### src/rtl/serial_pkg.sv
// Shared serial-link encodings: parity mode (common with the transmitter) and RX FSM states.
package serial_pkg;

   typedef enum logic [1:0] {
      PAR_NONE = 2'b00,
      PAR_ODD  = 2'b01,
      PAR_EVEN = 2'b10
   } parity_mode_t;

   typedef enum logic [1:0] {
      ST_IDLE        = 2'b00,
      ST_RECV_BYTE   = 2'b01,
      ST_RECV_PARITY = 2'b10,
      ST_DONE        = 2'b11
   } rx_state_t;

endpackage

### src/rtl/serial_rx.sv
// Serial byte receiver: LSB-first, one bit per clock, optional odd/even parity bit.
// Define SERIAL_RX_ERR_CNT_EN to build the saturating parity-error counter on ERR_CNT.
module serial_rx
   import serial_pkg::*;
#(
   parameter int ERR_CNT_W = 8
) (
   input  logic                 CLK,
   input  logic                 RST_N,
   input  logic                 RXD,
   input  logic                 RX_START,
   input  logic [1:0]           PARITY_MODE,
   output logic [7:0]           DATA_OUT,
   output logic                 DATA_VALID,
   output logic                 PARITY_ERR,
   output logic                 OVERRUN,
   output logic                 BUSY,
   output logic [ERR_CNT_W-1:0] ERR_CNT
);

   rx_state_t   state;
   rx_state_t   state_nxt;
   logic [2:0]  count;
   logic [1:0]  mode;
   logic [7:0]  shift;
   logic        par_bit;
   logic        start_cap;
   logic        bit_cap;
   logic        par_cap;
   logic        frame_done;
   logic        rejected;
   logic        frame_err;

   function automatic logic has_parity(input logic [1:0] m);
      return (m == PAR_ODD) || (m == PAR_EVEN);
   endfunction

   function automatic logic parity_mismatch(input logic [1:0] m, input logic [7:0] b,
                                            input logic p);
      case (m)
         PAR_ODD:  return p != ~^b;
         PAR_EVEN: return p != ^b;
         default:  return 1'b0;
      endcase
   endfunction

   always_ff @(posedge CLK or negedge RST_N) begin
      if (!RST_N) state <= ST_IDLE;
      else        state <= state_nxt;
   end

   always_comb begin
      state_nxt = state;
      case (state)
         ST_IDLE:        if (RX_START) state_nxt = ST_RECV_BYTE;
         ST_RECV_BYTE:   if (count == 3'd7)
                            state_nxt = has_parity(mode) ? ST_RECV_PARITY : ST_DONE;
         ST_RECV_PARITY: state_nxt = ST_DONE;
         ST_DONE:        state_nxt = ST_IDLE;
         default:        state_nxt = ST_IDLE;
      endcase
   end

   always_comb begin
      start_cap  = (state == ST_IDLE) && RX_START;
      bit_cap    = (state == ST_RECV_BYTE);
      par_cap    = (state == ST_RECV_PARITY);
      frame_done = (state == ST_DONE);
      rejected   = (state != ST_IDLE) && RX_START;
      BUSY       = (state != ST_IDLE);
   end

   assign frame_err = parity_mismatch(mode, shift, par_bit);

   // Control and visible outputs; mode is latched at frame start so mid-frame changes are ignored.
   always_ff @(posedge CLK or negedge RST_N) begin
      if (!RST_N) begin
         count      <= 3'd0;
         mode       <= PAR_NONE;
         DATA_OUT   <= 8'h00;
         DATA_VALID <= 1'b0;
         PARITY_ERR <= 1'b0;
         OVERRUN    <= 1'b0;
      end else begin
         DATA_VALID <= frame_done;
         OVERRUN    <= rejected;
         if (start_cap) begin
            count <= 3'd1;
            mode  <= PARITY_MODE;
         end else if (bit_cap) begin
            count <= count + 3'd1;
         end
         if (frame_done) begin
            DATA_OUT   <= shift;
            PARITY_ERR <= frame_err;
         end
      end
   end

   always_ff @(posedge CLK) begin
      if (start_cap) shift[0]     <= RXD;
      if (bit_cap)   shift[count] <= RXD;
      if (par_cap)   par_bit      <= RXD;
   end

`ifdef SERIAL_RX_ERR_CNT_EN
   logic [ERR_CNT_W-1:0] err_cnt;

   always_ff @(posedge CLK or negedge RST_N) begin
      if (!RST_N)
         err_cnt <= '0;
      else if (frame_done && frame_err && (err_cnt != '1))
         err_cnt <= err_cnt + ERR_CNT_W'(1);
   end

   assign ERR_CNT = err_cnt;
`else
   assign ERR_CNT = '0;
`endif

endmodule

### config.mk
export PLATFORM = sky130hd
export DESIGN_NAME = serial_rx
export DESIGN_NICKNAME = d
export VERILOG_FILES = /design/src/rtl/serial_pkg.sv /design/src/rtl/serial_rx.sv
export SDC_FILE = /design/constraint.sdc
export NUM_CORES = 1
export LEC_CHECK = 0
export ABC_AREA = 1
export CORE_MARGIN = 3
export CORE_UTILIZATION = 25
export CTS_CLUSTER_DIAMETER = 50
export DETAILED_ROUTE_END_ITERATION = 12
export PLACE_DENSITY = 0.52
export SLEW_MARGIN = 30
export SYNTH_ARGS = -nofsm -noshare
export SYNTH_HDL_FRONTEND = slang
export SYNTH_SLANG_ARGS = --single-unit
### constraint.sdc
create_clock -name CLK -period 1.9 [get_ports CLK]
set_input_delay 0.38 -clock CLK [delete_from_list [all_inputs] [get_ports CLK]]
set_output_delay 0.38 -clock CLK [all_outputs]
set_load 0.1 [all_outputs]
After elaboration in Yosys (flattened, before gate mapping). Cells that the tools add are included.

Register bits: 27. Input port bits: 6.

$lt $le $gt $ge: 2. $add $sub $neg: 1. Mux-type cells: 12. Equality and inequality tests: 10. Reduce and logical (&&, ||, !) cells: 10.

Operators with widths (count): bitwise mux 8 bit (1); case mux 2 bit (4 select lines) (1); XNOR reduction 8 bit (1); parity 8 bit (1); == test 2 bit (second input constant) (3); 2-to-1 mux 3 bit (2); == test 2 x 1 -> 1 bit (second input constant) (2); < comparator 3 x 4 -> 1 bit (second input constant) (1); 2-to-1 mux 1 bit (4); 2-to-1 mux 2 bit (2); nonzero test 2 bit (2); adder 3 x 1 -> 3 bit (second input constant) (1); demux 1 bit (select 3 bit) (1); == test 3 bit (second input constant) (1); >= comparator 3 x 1 -> 1 bit (second input constant) (1); logical AND 1 bit (3); zero test 2 bit (1); inequality test 1 bit (2); inequality test 2 x 1 -> 1 bit (second input constant) (1); inequality test 2 bit (second input constant) (1); case mux 1 bit (2 select lines) (1); AND reduction 2 bit (1); logical OR 1 bit (1).

Depth between registers and ports, before layout. Gate-level depths: netlist of run 1.

Word-level depth: 6. Depth in mapped cells: 11. Mapped depth without buffers: 11.

Least setup slack after synthesis of run 1. Ideal clock, no wire load.

Path type: reg2reg. Start point: register state[0]. End point: register state[0]. Stages on the path, launching flop included: 7. Library setup time: 134 ps. Arrival: 1734 ps. Path buffers: 0. Path slack: 31 ps. Path through: dfrtp_1 -> inv_1 -> ha_1 -> inv_1 -> o22ai_1 -> a21oi_1 -> o22ai_1.

Longest elaborated chain between the ends: 3. Elaborated cells on any way between the ends: 8. Classes of those cells: 5 x eq/ne; 1 x mux; 2 x reduce/logical.

Ends and longest elaborated chain: start, declared (RTL line serial_rx.sv:21) `rx_state_t state;`; start signal, assigned (RTL line serial_rx.sv:49) `else state <= state_nxt;`; == test 2 x 1 -> 1 bit or zero test 2 bit (tied branches) (RTL line serial_rx.sv:54) `case (state)`; inequality test 2 x 1 -> 1 bit (no line) or inequality test 2 bit (tied branches); AND reduction 2 bit (no line).

Several ways; a longest one is shown, not always the timed one. A chain may end at the register's enable or synchronous reset.

Worst setup path in the final report of run 1.
Start point: register state[0]. End point: output port BUSY.

Longest elaborated chain between the ends: 1.

Ends and longest elaborated chain: nonzero test 2 bit (RTL line serial_rx.sv:70) `BUSY = (state != ST_IDLE);`; end, declared (RTL line serial_rx.sv:17) `output logic BUSY,`.

Every way passes these cells.

==> impl_metrics.py, run 1 <==
metrics = {
    "place": {
        "dp_slack_ps": 347,
        "dp.cells": 249,
        "dpl.hpwl_mm": 1.91,
        "globalplace.congestion": 0.748,
        "port_buffers": 17,
    },
    "global_route": {
        "antenna_found_initial": 0,
        "grt_use_met3_pct": 2.58,
        "grt_use_met2_pct": 14.5,
        "grt_use_total_pct": 8.60,
        "grt_pass1_wl_mm": 4.36,
        "top_usage_layer": "met2",
        "grtUsageMet1_pct": 10.5,
        "grt_pass1_vias": 1003,
        "grt_max_degree": 19,
        "overflow": 0,
    },
    "floorplan": {
        "die_area_mm2": 0.00647,
        "ioPinCount": 26,
        "die_h_um": 80.5,
        "rows": 26,
        "start_util_pct": 26.5,
        "dieWidth_um": 80.5,
        "coreArea_mm2": 0.00524,
    },
    "clock_tree": {
        "hold_buffers": 0,
        "root_buffer": "clkbuf_8",
        "cts_resized": 0,
        "path_clk_slew_ps": 100,
        "clock_sinks": 27,
        "htree_levels": 1,
        "cts_made_buffers": 3,
        "clockBufferDepth": 2,
        "postCtsSetupBuffers": 0,
        "clkLatencyLatePin_ps": 270,
        "cts_tree": "yes",
    },
    "synth": {
        "synth_seq_cells": 27,
        "syn_area_per_cell_um2": 8.51,
        "synthCells": 163,
        "synth_top_area_share_pct": 32.5,
        "ys_async_sr_fraction_pct": 66.7,
        "synth-edff-count": 8,
        "ys_seq_area_share_pct": 51.3,
        "synth_area_mm2": 0.00139,
        "synth_ff_type": "dfrtp_1",
        "yosysTopAreaCell": "dfrtp_1",
        "synth_cell_types": 20,
        "synthTopCellsByArea": "dfrtp_1, edfxtp_1, nand2_1, ha_1, nand3_1",
        "ys_warn_count": 0,
    },
    "routing": {
        "wire_per_inst_um": 9.48,
        "num_vias": 1013,
        "drt_wl_total_mm": 2.40,
        "drc": 0,
        "drtAntennaViolNets": 0,
        "drtIter0Drc": 35,
        "firstDrtPassIters": 4,
        "vias_per_cell": 4.00,
    },
    "sta": {
        "slew_viol_final": 0,
        "max_freq_mhz": 586,
        "hold_violations": 0,
        "setup_viol": 0,
        "tns_ps": 0,
        "setup_slack_ps": 193,
        "finalClockSkew_ps": 7.06,
        "layout_min_cycle_time_ps": 1710,
        "rsz0062_at_grt": "no",
        "fin_crit_sh_pct": 89.8,
    },
    "setup_path": {
        "crit_type": "reg2out",
        "crit_required_ps": 1520,
        "crit_arrival_ps": 1330,
        "endpoint_kind": "output port",
        "critPathLaunchType": "register",
        "cp_max_fo": 4,
    },
    "run_status": {
        "status": "finished, final reports clean",
    },
    "cells_and_area": {
        "fin_util_pct": 32.8,
        "nFillCells": 549,
        "antenna_cells": 0,
        "nets": 198,
        "finalNonFillerCells": 253,
        "syn2layout_area_growth_pct": 24.1,
        "final_common_cell": "nand2_1",
        "layout-drive-gt1-share_pct": 11.5,
        "final_cell_mix": "nand2_1, dfrtp_1, inv_1",
    },
    "job": {
        "maxCapViolCount": 0,
    },
    "min_path": {
        "hold_path.class": "in2async",
    },
}
[layout make-up]
class / count / area, um2 / area share, %
clock buffer: 3 / 41.3 / 2.40
clock inverter: 1 / 7.51 / 0.436
inverter: 17 / 63.8 / 3.71
multi-input combinational: 117 / 574 / 33.4
sequential: 27 / 711 / 41.3
tap: 70 / 87.6 / 5.09
timing repair buffer: 18 / 235 / 13.7
[flip-flops by register name, summed over array words and instances (netlist names)]
name / count
shift: 8
state: 2
DATA_OUT: 8
OVERRUN: 1
DATA_VALID: 1
mode: 2
count: 3
PARITY_ERR: 1
par_bit: 1
[worst max-delay path, stage by stage, from the launching register on]
cell and delay, ps:
dfrtp_1 400, inv_1 110, ha_1 240, inv_1 130, buf_12 190
[metrics by stage]
stage                     instance area, um2  hold WS [ps]
final                                   1720           425
after CTS                               1720           425
after floorplan                         1410          84.4
after global placement                  1670           471
after detailed placement                1670           473
after global routing                    1720           435
[logic make-up (layout without fill, tap and decap cells)]
logic type               count (synthesis)  count (layout)  synth area share, %
buffers and inverters                   26              39                 9.21
XOR/XNOR                                 2               2                 1.26
multiplexers                             1               1                0.812
other                                    1               8                0.270
flip-flops                              27              27                 51.3
AO/OA/AOI/OAI                           15              15                 5.87
AND/OR/NAND/NOR                         83              83                 24.1
adder cells (fa/ha/maj)                  8               8                 7.22
[cell usage after synthesis, types with 2 or more instances]
| cell type | instances |
|---|---|
| a21oi_1 | 3 |
| buf_4 | 8 |
| dfrtp_1 | 18 |
| edfxtp_1 | 8 |
| ha_1 | 8 |
| inv_1 | 16 |
| nand2_1 | 55 |
| nand3_1 | 14 |
| nor2_1 | 13 |
| o21ai_0 | 9 |
| o22ai_1 | 2 |
[layer usage]
| metal | vias up | wire length (um) |
|---|---|---|
| met5 | - | 0 |
| met2 | 18 | 1100 |
| met4 | 0 | 23 |
| met1 | 449 | 1170 |
| met3 | 2 | 109 |
| li1 | 544 | - |
[final timing paths]
check | from | endpoint | slack [ps] | depth (start not counted)
min | RST_N | DATA_OUT[5]$_DFFE_PN0P_ | 420 | 2
min reg2reg | PARITY_ERR$_DFFE_PN0P_ | PARITY_ERR$_DFFE_PN0P_ | 490 | 2
max in group asynchronous | RST_N | mode[0]$_DFFE_PN0N_ | 1260 | 2
max | state[0]$_DFFE_PN0P_ | BUSY | 190 | 4
max reg2reg | state[1]$_DFFE_PN0P_ | shift[4]$_DFFE_PP_ | 370 | 5
min in group CLK | PARITY_ERR$_DFFE_PN0P_ | PARITY_ERR$_DFFE_PN0P_ | 490 | 2
Power of run 1 is left out: the tool's default activity adds up to more than one toggle a clock period on the data nets, which glitch-free logic cannot reach.
==> run 2: changes to the inputs <==
--- a/config.mk
+++ b/config.mk
@@ -6,11 +6,12 @@
 export NUM_CORES = 1
 export LEC_CHECK = 0
 export ABC_AREA = 1
-export CORE_MARGIN = 3
+export CORE_MARGIN = 2
 export CORE_UTILIZATION = 25
 export CTS_CLUSTER_DIAMETER = 50
 export DETAILED_ROUTE_END_ITERATION = 12
 export PLACE_DENSITY = 0.52
+export RECOVER_POWER = 25
 export SLEW_MARGIN = 30
 export SYNTH_ARGS = -nofsm -noshare
 export SYNTH_HDL_FRONTEND = slang
==> impl_metrics.py, run 2 (synthesis gave the netlist of run 1 again) <==
metrics = {
    "run_status": {
        "status": "finished, final reports clean",
    },
    "job": {
        "maxCapViolCount": 0,
    },
    "setup_path": {
        "r2r_start": "state[1]$_DFFE_PN0P_",
        "endpoint_kind": "output port",
        "crit_path_end": "BUSY",
        "critPathLaunchType": "register",
        "rrSetupSlack_ps": 340,
        "reg2reg_to": "shift[4]$_DFFE_PP_",
        "crit_required_ps": 1520,
        "cp_max_fo": 4,
        "r2r_cells": 5,
        "crit_arrival_ps": 1360,
        "crit_type": "reg2out",
        "critPathLaunch": "state[0]$_DFFE_PN0P_",
    },
    "sta": {
        "max_freq_mhz": 575,
        "slew_viol_final": 0,
        "hold_slack_ps": 481,
        "hold_violations": 0,
        "layout_min_cycle_time_ps": 1740,
        "rsz0062_at_grt": "no",
        "setup_viol": 0,
        "tns_ps": 0,
        "fin_crit_sh_pct": 91.6,
        "worst_pin_slew_ps": 987,
        "finalClockSkew_ps": 7.51,
        "slew-limit-headroom_pct": 34.2,
    },
    "routing": {
        "num_vias": 1008,
        "firstDrtPassIters": 4,
        "drt_wl_total_mm": 2.42,
        "drtIter0Drc": 34,
        "drtAntennaViolNets": 0,
        "wire_per_inst_um": 9.50,
        "drc": 0,
        "vias_per_cell": 3.95,
    },
    "clock_tree": {
        "postCtsSetupBuffers": 0,
        "hold_buffers": 0,
        "path_clk_slew_ps": 90,
        "cts_resized": 0,
        "clock_sinks": 27,
        "clkLatencyLatePin_ps": 270,
        "htree_levels": 1,
        "cts_made_buffers": 3,
        "root_buffer": "clkbuf_8",
        "clockBufferDepth": 2,
        "cts_tree": "yes",
    },
    "cells_and_area": {
        "final_common_cell": "nand2_1",
        "nets": 198,
        "layout-drive-gt1-share_pct": 10.4,
        "antenna_cells": 0,
        "fin_area_mm2": 0.00167,
        "syn2layout_area_growth_pct": 20.1,
        "reg_top3": "DATA_OUT x8, shift x8, count x3",
        "final_cell_mix": "nand2_1, dfrtp_1, inv_1",
    },
    "floorplan": {
        "start_util_pct": 25.5,
        "rows": 27,
        "coreArea_mm2": 0.00544,
        "ioPinCount": 26,
        "dieWidth_um": 78.5,
        "die_area_mm2": 0.00616,
        "die_h_um": 78.5,
    },
    "place": {
        "dpl.hpwl_mm": 1.91,
        "globalplace.congestion": 0.713,
        "port_buffers": 17,
        "dpl_cell_area_mm2": 0.00162,
    },
    "global_route": {
        "overflow": 0,
        "grt_pass1_wl_mm": 4.31,
        "grt_max_degree": 19,
        "grt_use_total_pct": 8.81,
        "grt_pass1_vias": 971,
        "antenna_found_initial": 0,
    },
    "min_path": {
        "hold_path.class": "reg2reg",
    },
}
-- run 2: cell count changes in the layout (fill, tap and decap cells not counted) --
cell	delta
clkdlybuf4s50_1	-1
buf_4	+3
buf_12	-4
dlygate4sd3_1	+1
clkbuf_1	+2
clkinvlp_4	-1
-- run 2: worst min path at each step --
stage / depth (start not counted) / slack (ps) / startpoint / endpoint
after floorplan: 0 / 80 / RST_N / DATA_OUT[0]$_DFFE_PN0P_
final: 2 / 480 / DATA_OUT[7]$_DFFE_PN0P_ / DATA_OUT[7]$_DFFE_PN0P_
after CTS: 2 / 430 / RST_N / DATA_OUT[1]$_DFFE_PN0P_
after detailed placement: 2 / 460 / DATA_OUT[7]$_DFFE_PN0P_ / DATA_OUT[7]$_DFFE_PN0P_
after global placement: 2 / 460 / DATA_OUT[7]$_DFFE_PN0P_ / DATA_OUT[7]$_DFFE_PN0P_
after global routing: 2 / 520 / DATA_OUT[0]$_DFFE_PN0P_ / DATA_OUT[0]$_DFFE_PN0P_
-- run 2: final cells by class --
type / count / area (um2)
Clock buffer: 4 / 45.0
Fill cell: 592 / 3770
Inverter: 17 / 63.8
Multi-Input combinational cell: 117 / 574
Sequential cell: 27 / 711
Tap cell: 72 / 90.1
Timing Repair Buffer: 18 / 181
-- run 2: layer usage --
metal  wire length [um]  track usage (%)
met5                  0                0
met1               1190             11.1
met4                 38             4.21
met2               1120             14.7
met3                 71             1.49
-- run 2: per-stage QoR --
step | std cells | setup WS [ps] | util [%]
2_1_floorplan | 170 | 31.4 | -
3_3_place_gp | 251 | 364 | 29.9
3_5_place_dp | 251 | 353 | 29.9
4_1_cts | 255 | 146 | 30.7
5_1_grt | 255 | 57.8 | 30.6
6_report | 255 | 160 | 30.6
-- run 2: worst max-delay path, cell delays in order (launching register included) --
cell	delay, ps
dfrtp_1	410
inv_1	110
ha_1	240
inv_1	130
buf_12	190
Power of run 2 is left out for the same reason.
